[src/rtl/servant_arb_pkg.sv]
// servant_arb_pkg: shared state encoding and timeout read-data constant for the servant RAM arbiter.
package servant_arb_pkg;
  typedef enum logic [1:0] {IDLE, GNT0, GNT1} state_t;
  localparam logic [31:0] TIMEOUT_RDT = 32'hDEADBEEF;
endpackage

[src/rtl/servant_arb_timer.sv]
// servant_arb_timer: grant watchdog, flags expiry when a granted transfer waits TIMEOUT cycles for ack.
module servant_arb_timer #(
  parameter int TIMEOUT = 1023
) (
  input  logic clk,
  input  logic rst,
  input  logic run,
  input  logic ack,
  output logic expired
);
  localparam int CW = $clog2(TIMEOUT + 1);
  logic [CW-1:0] cnt;
  assign expired = run & ~ack & (cnt == CW'(TIMEOUT));
  // Cleared whenever no grant is active, so every grant starts from zero.
  always_ff @(posedge clk) begin
    if (rst | ~run) cnt <= '0;
    else if (~ack & ~expired) cnt <= cnt + 1'b1;
  end
endmodule

[src/rtl/servant_wb_arbiter.sv]
// servant_wb_arbiter: two-master round-robin Wishbone arbiter for the servant RAM port.
// Define SERVANT_ARB_TIMEOUT_EN to add the grant watchdog, TIMEOUT parameter and o_timeout port.
module servant_wb_arbiter
  import servant_arb_pkg::*;
#(
  parameter int AW = 32
`ifdef SERVANT_ARB_TIMEOUT_EN
  , parameter int TIMEOUT = 1023
`endif
) (
  input  logic          wb_clk,
  input  logic          wb_rst,
  input  logic [AW-1:0] i_wb_m0_adr,
  input  logic [31:0]   i_wb_m0_dat,
  input  logic [3:0]    i_wb_m0_sel,
  input  logic          i_wb_m0_we,
  input  logic          i_wb_m0_cyc,
  output logic [31:0]   o_wb_m0_rdt,
  output logic          o_wb_m0_ack,
  input  logic [AW-1:0] i_wb_m1_adr,
  input  logic [31:0]   i_wb_m1_dat,
  input  logic [3:0]    i_wb_m1_sel,
  input  logic          i_wb_m1_we,
  input  logic          i_wb_m1_cyc,
  output logic [31:0]   o_wb_m1_rdt,
  output logic          o_wb_m1_ack,
  output logic [AW-1:0] o_wb_mem_adr,
  output logic [31:0]   o_wb_mem_dat,
  output logic [3:0]    o_wb_mem_sel,
  output logic          o_wb_mem_we,
  output logic          o_wb_mem_cyc,
  input  logic [31:0]   i_wb_mem_rdt,
  input  logic          i_wb_mem_ack,
  output logic          o_busy
`ifdef SERVANT_ARB_TIMEOUT_EN
  , output logic        o_timeout
`endif
);
  state_t state, state_nxt;
  logic last_gnt, last_nxt, g0, g1, own_cyc, expired;
  assign g0 = state == GNT0;
  assign g1 = state == GNT1;
  assign o_busy = g0 | g1;
  assign own_cyc = g0 ? i_wb_m0_cyc : i_wb_m1_cyc;
`ifdef SERVANT_ARB_TIMEOUT_EN
  servant_arb_timer #(.TIMEOUT(TIMEOUT)) u_timer (
    .clk(wb_clk),
    .rst(wb_rst),
    .run(o_busy),
    .ack(i_wb_mem_ack),
    .expired(expired)
  );
  assign o_timeout = expired;
`else
  assign expired = 1'b0;
`endif
  always_ff @(posedge wb_clk) begin
    if (wb_rst) begin
      state <= IDLE;
      last_gnt <= 1'b1;
    end else begin
      state <= state_nxt;
      last_gnt <= last_nxt;
    end
  end
  // Grant ends on ack, abort or expiry; the winner is remembered so a waiting peer goes next.
  always_comb begin
    state_nxt = state;
    last_nxt = last_gnt;
    if (state == IDLE)
      state_nxt = (i_wb_m0_cyc & (~i_wb_m1_cyc | last_gnt)) ? GNT0 : i_wb_m1_cyc ? GNT1 : IDLE;
    else if (i_wb_mem_ack | ~own_cyc | expired) begin
      state_nxt = IDLE;
      last_nxt = g1;
    end
  end
  assign o_wb_mem_adr = g0 ? i_wb_m0_adr : g1 ? i_wb_m1_adr : '0;
  assign o_wb_mem_dat = g0 ? i_wb_m0_dat : g1 ? i_wb_m1_dat : '0;
  assign o_wb_mem_sel = g0 ? i_wb_m0_sel : g1 ? i_wb_m1_sel : '0;
  assign o_wb_mem_we  = g0 ? i_wb_m0_we  : g1 & i_wb_m1_we;
  assign o_wb_mem_cyc = o_busy & own_cyc & ~expired;
  assign o_wb_m0_ack = g0 & (i_wb_mem_ack | expired);
  assign o_wb_m1_ack = g1 & (i_wb_mem_ack | expired);
  assign o_wb_m0_rdt = ~g0 ? '0 : expired ? TIMEOUT_RDT : i_wb_mem_rdt;
  assign o_wb_m1_rdt = ~g1 ? '0 : expired ? TIMEOUT_RDT : i_wb_mem_rdt;
endmodule
[config.mk]
export PLATFORM = sky130hd
export DESIGN_NAME = servant_wb_arbiter
export DESIGN_NICKNAME = d
export VERILOG_FILES = /design/src/rtl/servant_arb_pkg.sv /design/src/rtl/servant_arb_timer.sv /design/src/rtl/servant_wb_arbiter.sv
export SDC_FILE = /design/constraint.sdc
export NUM_CORES = 1
export LEC_CHECK = 0
export ABC_AREA = 0
export CORE_AREA = 8 8 116 118
export CTS_BUF_LIST = sky130_fd_sc_hd__clkbuf_8
export CTS_CLUSTER_DIAMETER = 100
export DETAILED_ROUTE_END_ITERATION = 10
export DIE_AREA = 0 0 124 126
export DONT_BUFFER_PORTS = 1
export MAX_ROUTING_LAYER = met4
export PLACE_DENSITY = 0.3
export SLEW_MARGIN = 0
export SYNTH_ARGS = -nofsm -noshare
export SYNTH_HDL_FRONTEND = slang
export SYNTH_SLANG_ARGS = --single-unit
[constraint.sdc]
create_clock -name wb_clk -period 1.7 [get_ports wb_clk]
set_input_delay 0.255 -clock wb_clk [delete_from_list [all_inputs] [get_ports wb_clk]]
set_output_delay 0.255 -clock wb_clk [all_outputs]
set_load 0.01 [all_outputs]
== Word-level counts from Yosys, hierarchy flattened ==
Cells that the tools add are included.
Word-level totals
  register bits after elaboration: 3
  bits in latches: 0
  memory bits (writable): 0
  bits in read-only memories: 0
  input port bits: 175
  output and inout port bits: 137
  word-level logic and storage cells: 32
  memories kept: 0
Operators by class
  add/subtract/negate cells: 0
  multiply operators: 0
  div/mod/pow operators: 0
  order comparisons: 0
  equality and inequality tests: 2
  shifts and indexed selects: 0
  muxes and demuxes: 14
  bitwise logic cells: 11
  reductions and logical operators: 3
Operators by type and width (count)
  32-bit 2-to-1 mux: 6
  2-bit 2-to-1 mux: 4
  4-bit 2-to-1 mux: 2
  1-bit AND: 5
  1-bit NOT: 3
  1-bit OR: 3
  2-bit by 1-bit == test with 1-bit output, second input constant: 1
  2-bit == test, second input constant: 1
  2-bit logical NOT: 1
  1-bit 2-to-1 mux: 2
  2-bit AND reduction: 1
  2-bit nonzero test: 1

== Depth between registers and ports, before layout ==
  depth after elaboration: 6
  mapped depth: 7
  gate-level depth less buffers: 5

== Least setup slack after synthesis ==
No wires, ideal clock.
  kind: register -> output
  start: register state[0]
  end: output port o_wb_mem_dat[24]
  arrival: 1397 ps
  required time: 1445 ps
  slack: 48 ps
  stages on the path, launching flop included: 8
  cells stage by stage: dfxtp_1 inv_1 ha_1 nor2b_1 buf_2 buf_4 buf_4 a22o_1
On the way
  word-level cells in the longest chain between the ends: 3
  elaborated cells on any way between the ends: 4
  classes of those cells: eq/ne: 2; mux: 2
Ends and longest elaborated chain
  start: declaration: RTL line servant_wb_arbiter.sv:39  | state_t state, state_nxt;
  start signal: assignment: RTL line servant_wb_arbiter.sv:62  | state <= state_nxt;
  2-bit == test: RTL line servant_wb_arbiter.sv:42  | assign g1 = state == GNT1;
  named net g1: RTL line servant_wb_arbiter.sv:40  | logic last_gnt, last_nxt, g0, g1, own_cyc, expired;
  32-bit 2-to-1 mux (2 in a row): RTL line servant_wb_arbiter.sv:78  | assign o_wb_mem_dat = g0 ? i_wb_m0_dat : g1 ? i_wb_m1_dat : '0;
  end: declaration: RTL line servant_wb_arbiter.sv:28  | output logic [31:0] o_wb_mem_dat,
The timed path passes the listed nets, and every way through them passes these cells.

== Worst setup path in the final report ==
  start: register state[0]
  end: output port o_wb_mem_adr[9]
On the way
  word-level cells in the longest chain between the ends: 3
  elaborated cells on any way between the ends: 4
  classes of those cells: eq/ne: 2; mux: 2
Ends and longest elaborated chain
  2-bit == test: RTL line servant_wb_arbiter.sv:42
  32-bit 2-to-1 mux: RTL line servant_wb_arbiter.sv:77  | assign o_wb_mem_adr = g0 ? i_wb_m0_adr : g1 ? i_wb_m1_adr : '0;
  32-bit 2-to-1 mux *: RTL line servant_wb_arbiter.sv:77
  end: declaration: RTL line servant_wb_arbiter.sv:27  | output logic [AW-1:0] o_wb_mem_adr,
Every way passes the cells marked *; elsewhere a longest branch is shown, timed or not.

==> run summary <==
Simple-Gate Fraction of Synth Area -> 0.3413
R2R setup slack -> 0.09 ns
post-synthesis mux area share -> 0.007605
vias in the first global route -> 1708
post-synth cell types -> 19
Max clock buf depth -> 2
sinks on the clock net -> 3
power per cell area -> 420.2 mW/mm2
Final min period -> 1.700 ns
initial antenna violation count -> 0
Max Fanout on Critical Path -> 25
CTS root buf -> clkbuf_8
number of diodes -> 0
yosys warns -> 0
status -> finished, violations left
core area -> 0.01171 mm2
CP required -> 1.44 ns
cell area after synthesis -> 0.001316 mm2
Setup-failing EPs final -> 1
routability cong. -> 0.7577
iteration count of the initial detailed-routing pass -> 4
worst IR drop on VDD -> 0.4617 mV
DRC violations left -> 0
CTS tree -> built
Leak -> 1.173 nW
Post-CTS Hold Buffers -> 0
Max Freq -> 588.2 MHz
die area -> 0.01562 mm2
layout cells sized above 1 -> 0.7017
die width -> 124 um
Rel. slew slack -> 0.8372
Congestion Overflow GR -> 0
Port Buf Inserts -> 0
largest net degree at the start of global routing -> 35
post-DP HPWL -> 7.141 mm
RSZ-0062 raised after global routing -> true
clock input transition at the sequential cells of the worst setup and hold paths -> 0.04 ns
wire per inst -> 29.52 um
Synth Net Count -> 358
max_cap viols -> 0
die height -> 126 um
H-tree depth -> 1
final worst-path cycle share -> 1.000
final core utilization -> 0.2191
Nets -> 360
critical path's slowest cell -> dfxtp_2
Slew @ Worst Pin -> 0.2441 ns
Ports -> 312
Hold Worst Slack -> 0.08269 ns
CTS buffer count -> 3
Hold WC Path Type -> in -> reg
final hold vios -> 0
vias post-DR -> 1561
worst path buffer plus inverter count -> 3
# rows -> 40
post-route ant nets -> 0
CP delay by family, top -> buffers and inverters
Synth Area in XOR/XNOR -> 0
CP max stage delay -> 0.32 ns
Syn Area/Cell -> 7.313 um2
first-pass GRT wire length -> 12.14 mm
routed wire length -> 9.683 mm
PnR worst setup slack -> -0.0002467 ns
fraction of the mapped netlist area in adder cells -> 0.02852
register bit count reported by yosys -> 3
area growth from synthesis to layout -> 94.96%
compound-cell area share of the yosys netlist -> 0.4905
Initial Util -> 0.1124
GRT Resource Usage Total -> 0.1050
Max Slew Vio Count -> 0
initial DRC count -> 60
via-per-instance ratio -> 4.759
register area share after synthesis -> 0.04563
Clock Skew -> 0.004482 ns
Worst setup SP type -> register
main combinational cell family by area after synthesis -> compound AO/OA/AOI/OAI gates
Syn Inst Count -> 180
crit-path cells -> buf_6 > ha_4 > buf_4 > buf_12 > a22o_4
Worst EP arrival -> 1.45 ns
critical path class -> reg -> out
failing checks -> negative setup slack
worst skew pair latency -> 0.22 ns
Worst setup EP type -> output pin
## where the power goes
| group | internal (mW) | leakage [nW] | switching, mW |
|---|---|---|---|
| combinational | 0.409 | 1.12 | 0.376 |
| clock | 0.155 | 0.0269 | 0.0561 |
| sequential | 0.0768 | 0.0258 | 0.00540 |
| total | 0.641 | 1.17 | 0.438 |
## layout by cell type, fill, tap and decap left out, drive strengths merged, types with 2 or more instances in the layout
cell type   n
a22o       69
and2       66
buf        16
clkbuf      6
inv         5
ha          3
dfxtp       3
or4         2
nor2b       2
a21oi       2
## final cells by class
type	count	area [um2]
clock buffer	3	41.29
clock inverter	1	3.754
fill	1267	9145
inverter	4	17.52
multi-input combinational	151	1863
sequential	3	65.06
tap	147	183.9
timing repair buffer	19	391.6
## worst paths after layout
| kind | start | to | cells after the start |
|---|---|---|---|
| setup / recovery | state[0] | o_wb_mem_adr[9] | 5 |
| hold / removal | wb_rst | state[1] | 1 |
| setup reg to reg | state[0] | state[0] | 6 |
| hold reg to reg | last_gnt | last_gnt | 1 |
## kinds of logic after synthesis
kind of cell	count (synthesis)
compound gates	75
simple gates	72
buf+inv	26
fa+ha+maj	3
flops	3
mux	1
## cells in the mapped netlist
master	count	area (um2)
inv_1	4	15.01
or4_1	2	15.01
mux2i_1	1	10.01
a211o_1	1	8.760
nand3_1	1	5.000
and2_1	66	412.9
o211a_1	1	10.01
ha_1	3	37.54
nor2b_1	2	12.51
nand2_1	1	3.750
buf_1	5	18.77
buf_2	7	35.03
a21oi_1	2	10.01
buf_4	2	15.01
o211ai_1	1	7.510
clkbuf_1	8	30.03
a22o_1	69	604.3
o21ai_0	1	5.000
dfxtp_1	3	60.06
## metrics by stage
step / cell area [um2] / setup TNS, ns / setup WS (ns) / std cells / power, mW
global placement: 1484 / 0 / 0.1198 / 310 / 0.5449
finish: 2566 / -0.0002467 / -0.0002467 / 328 / 1.078
CTS: 2419 / -0.7844 / -0.04113 / 323 / 1.044
floorplan: 1316 / 0 / 0.04776 / 180 / 0.4594
detailed placement: 1484 / 0 / 0.1057 / 310 / 0.5417
global route: 2566 / -2.897 / -0.06076 / 328 / 1.136
## repair_timing
item	CTS	global route
setup endpoints to repair	95	96
pin swaps	3	2
gates resized for setup	108	16
endpoints found under the hold margin	0	0
setup buffers	4	1
gates cloned	5	4
## sequential cells by signal (all words and copies together), names as in the netlist
signal	flops
last_gnt	1
state	2
## layer usage
layer  GRT usage  vias up  wire [um]  share of wire
met4     0.01050        0         27         0.0028
met1      0.1106      746       3575           0.37
met5           -        -          0              0
met2      0.1963      138       5149           0.53
li1            -      673          -              -
met3     0.02681        4        930          0.096
(Power assumes the default switching activity.)
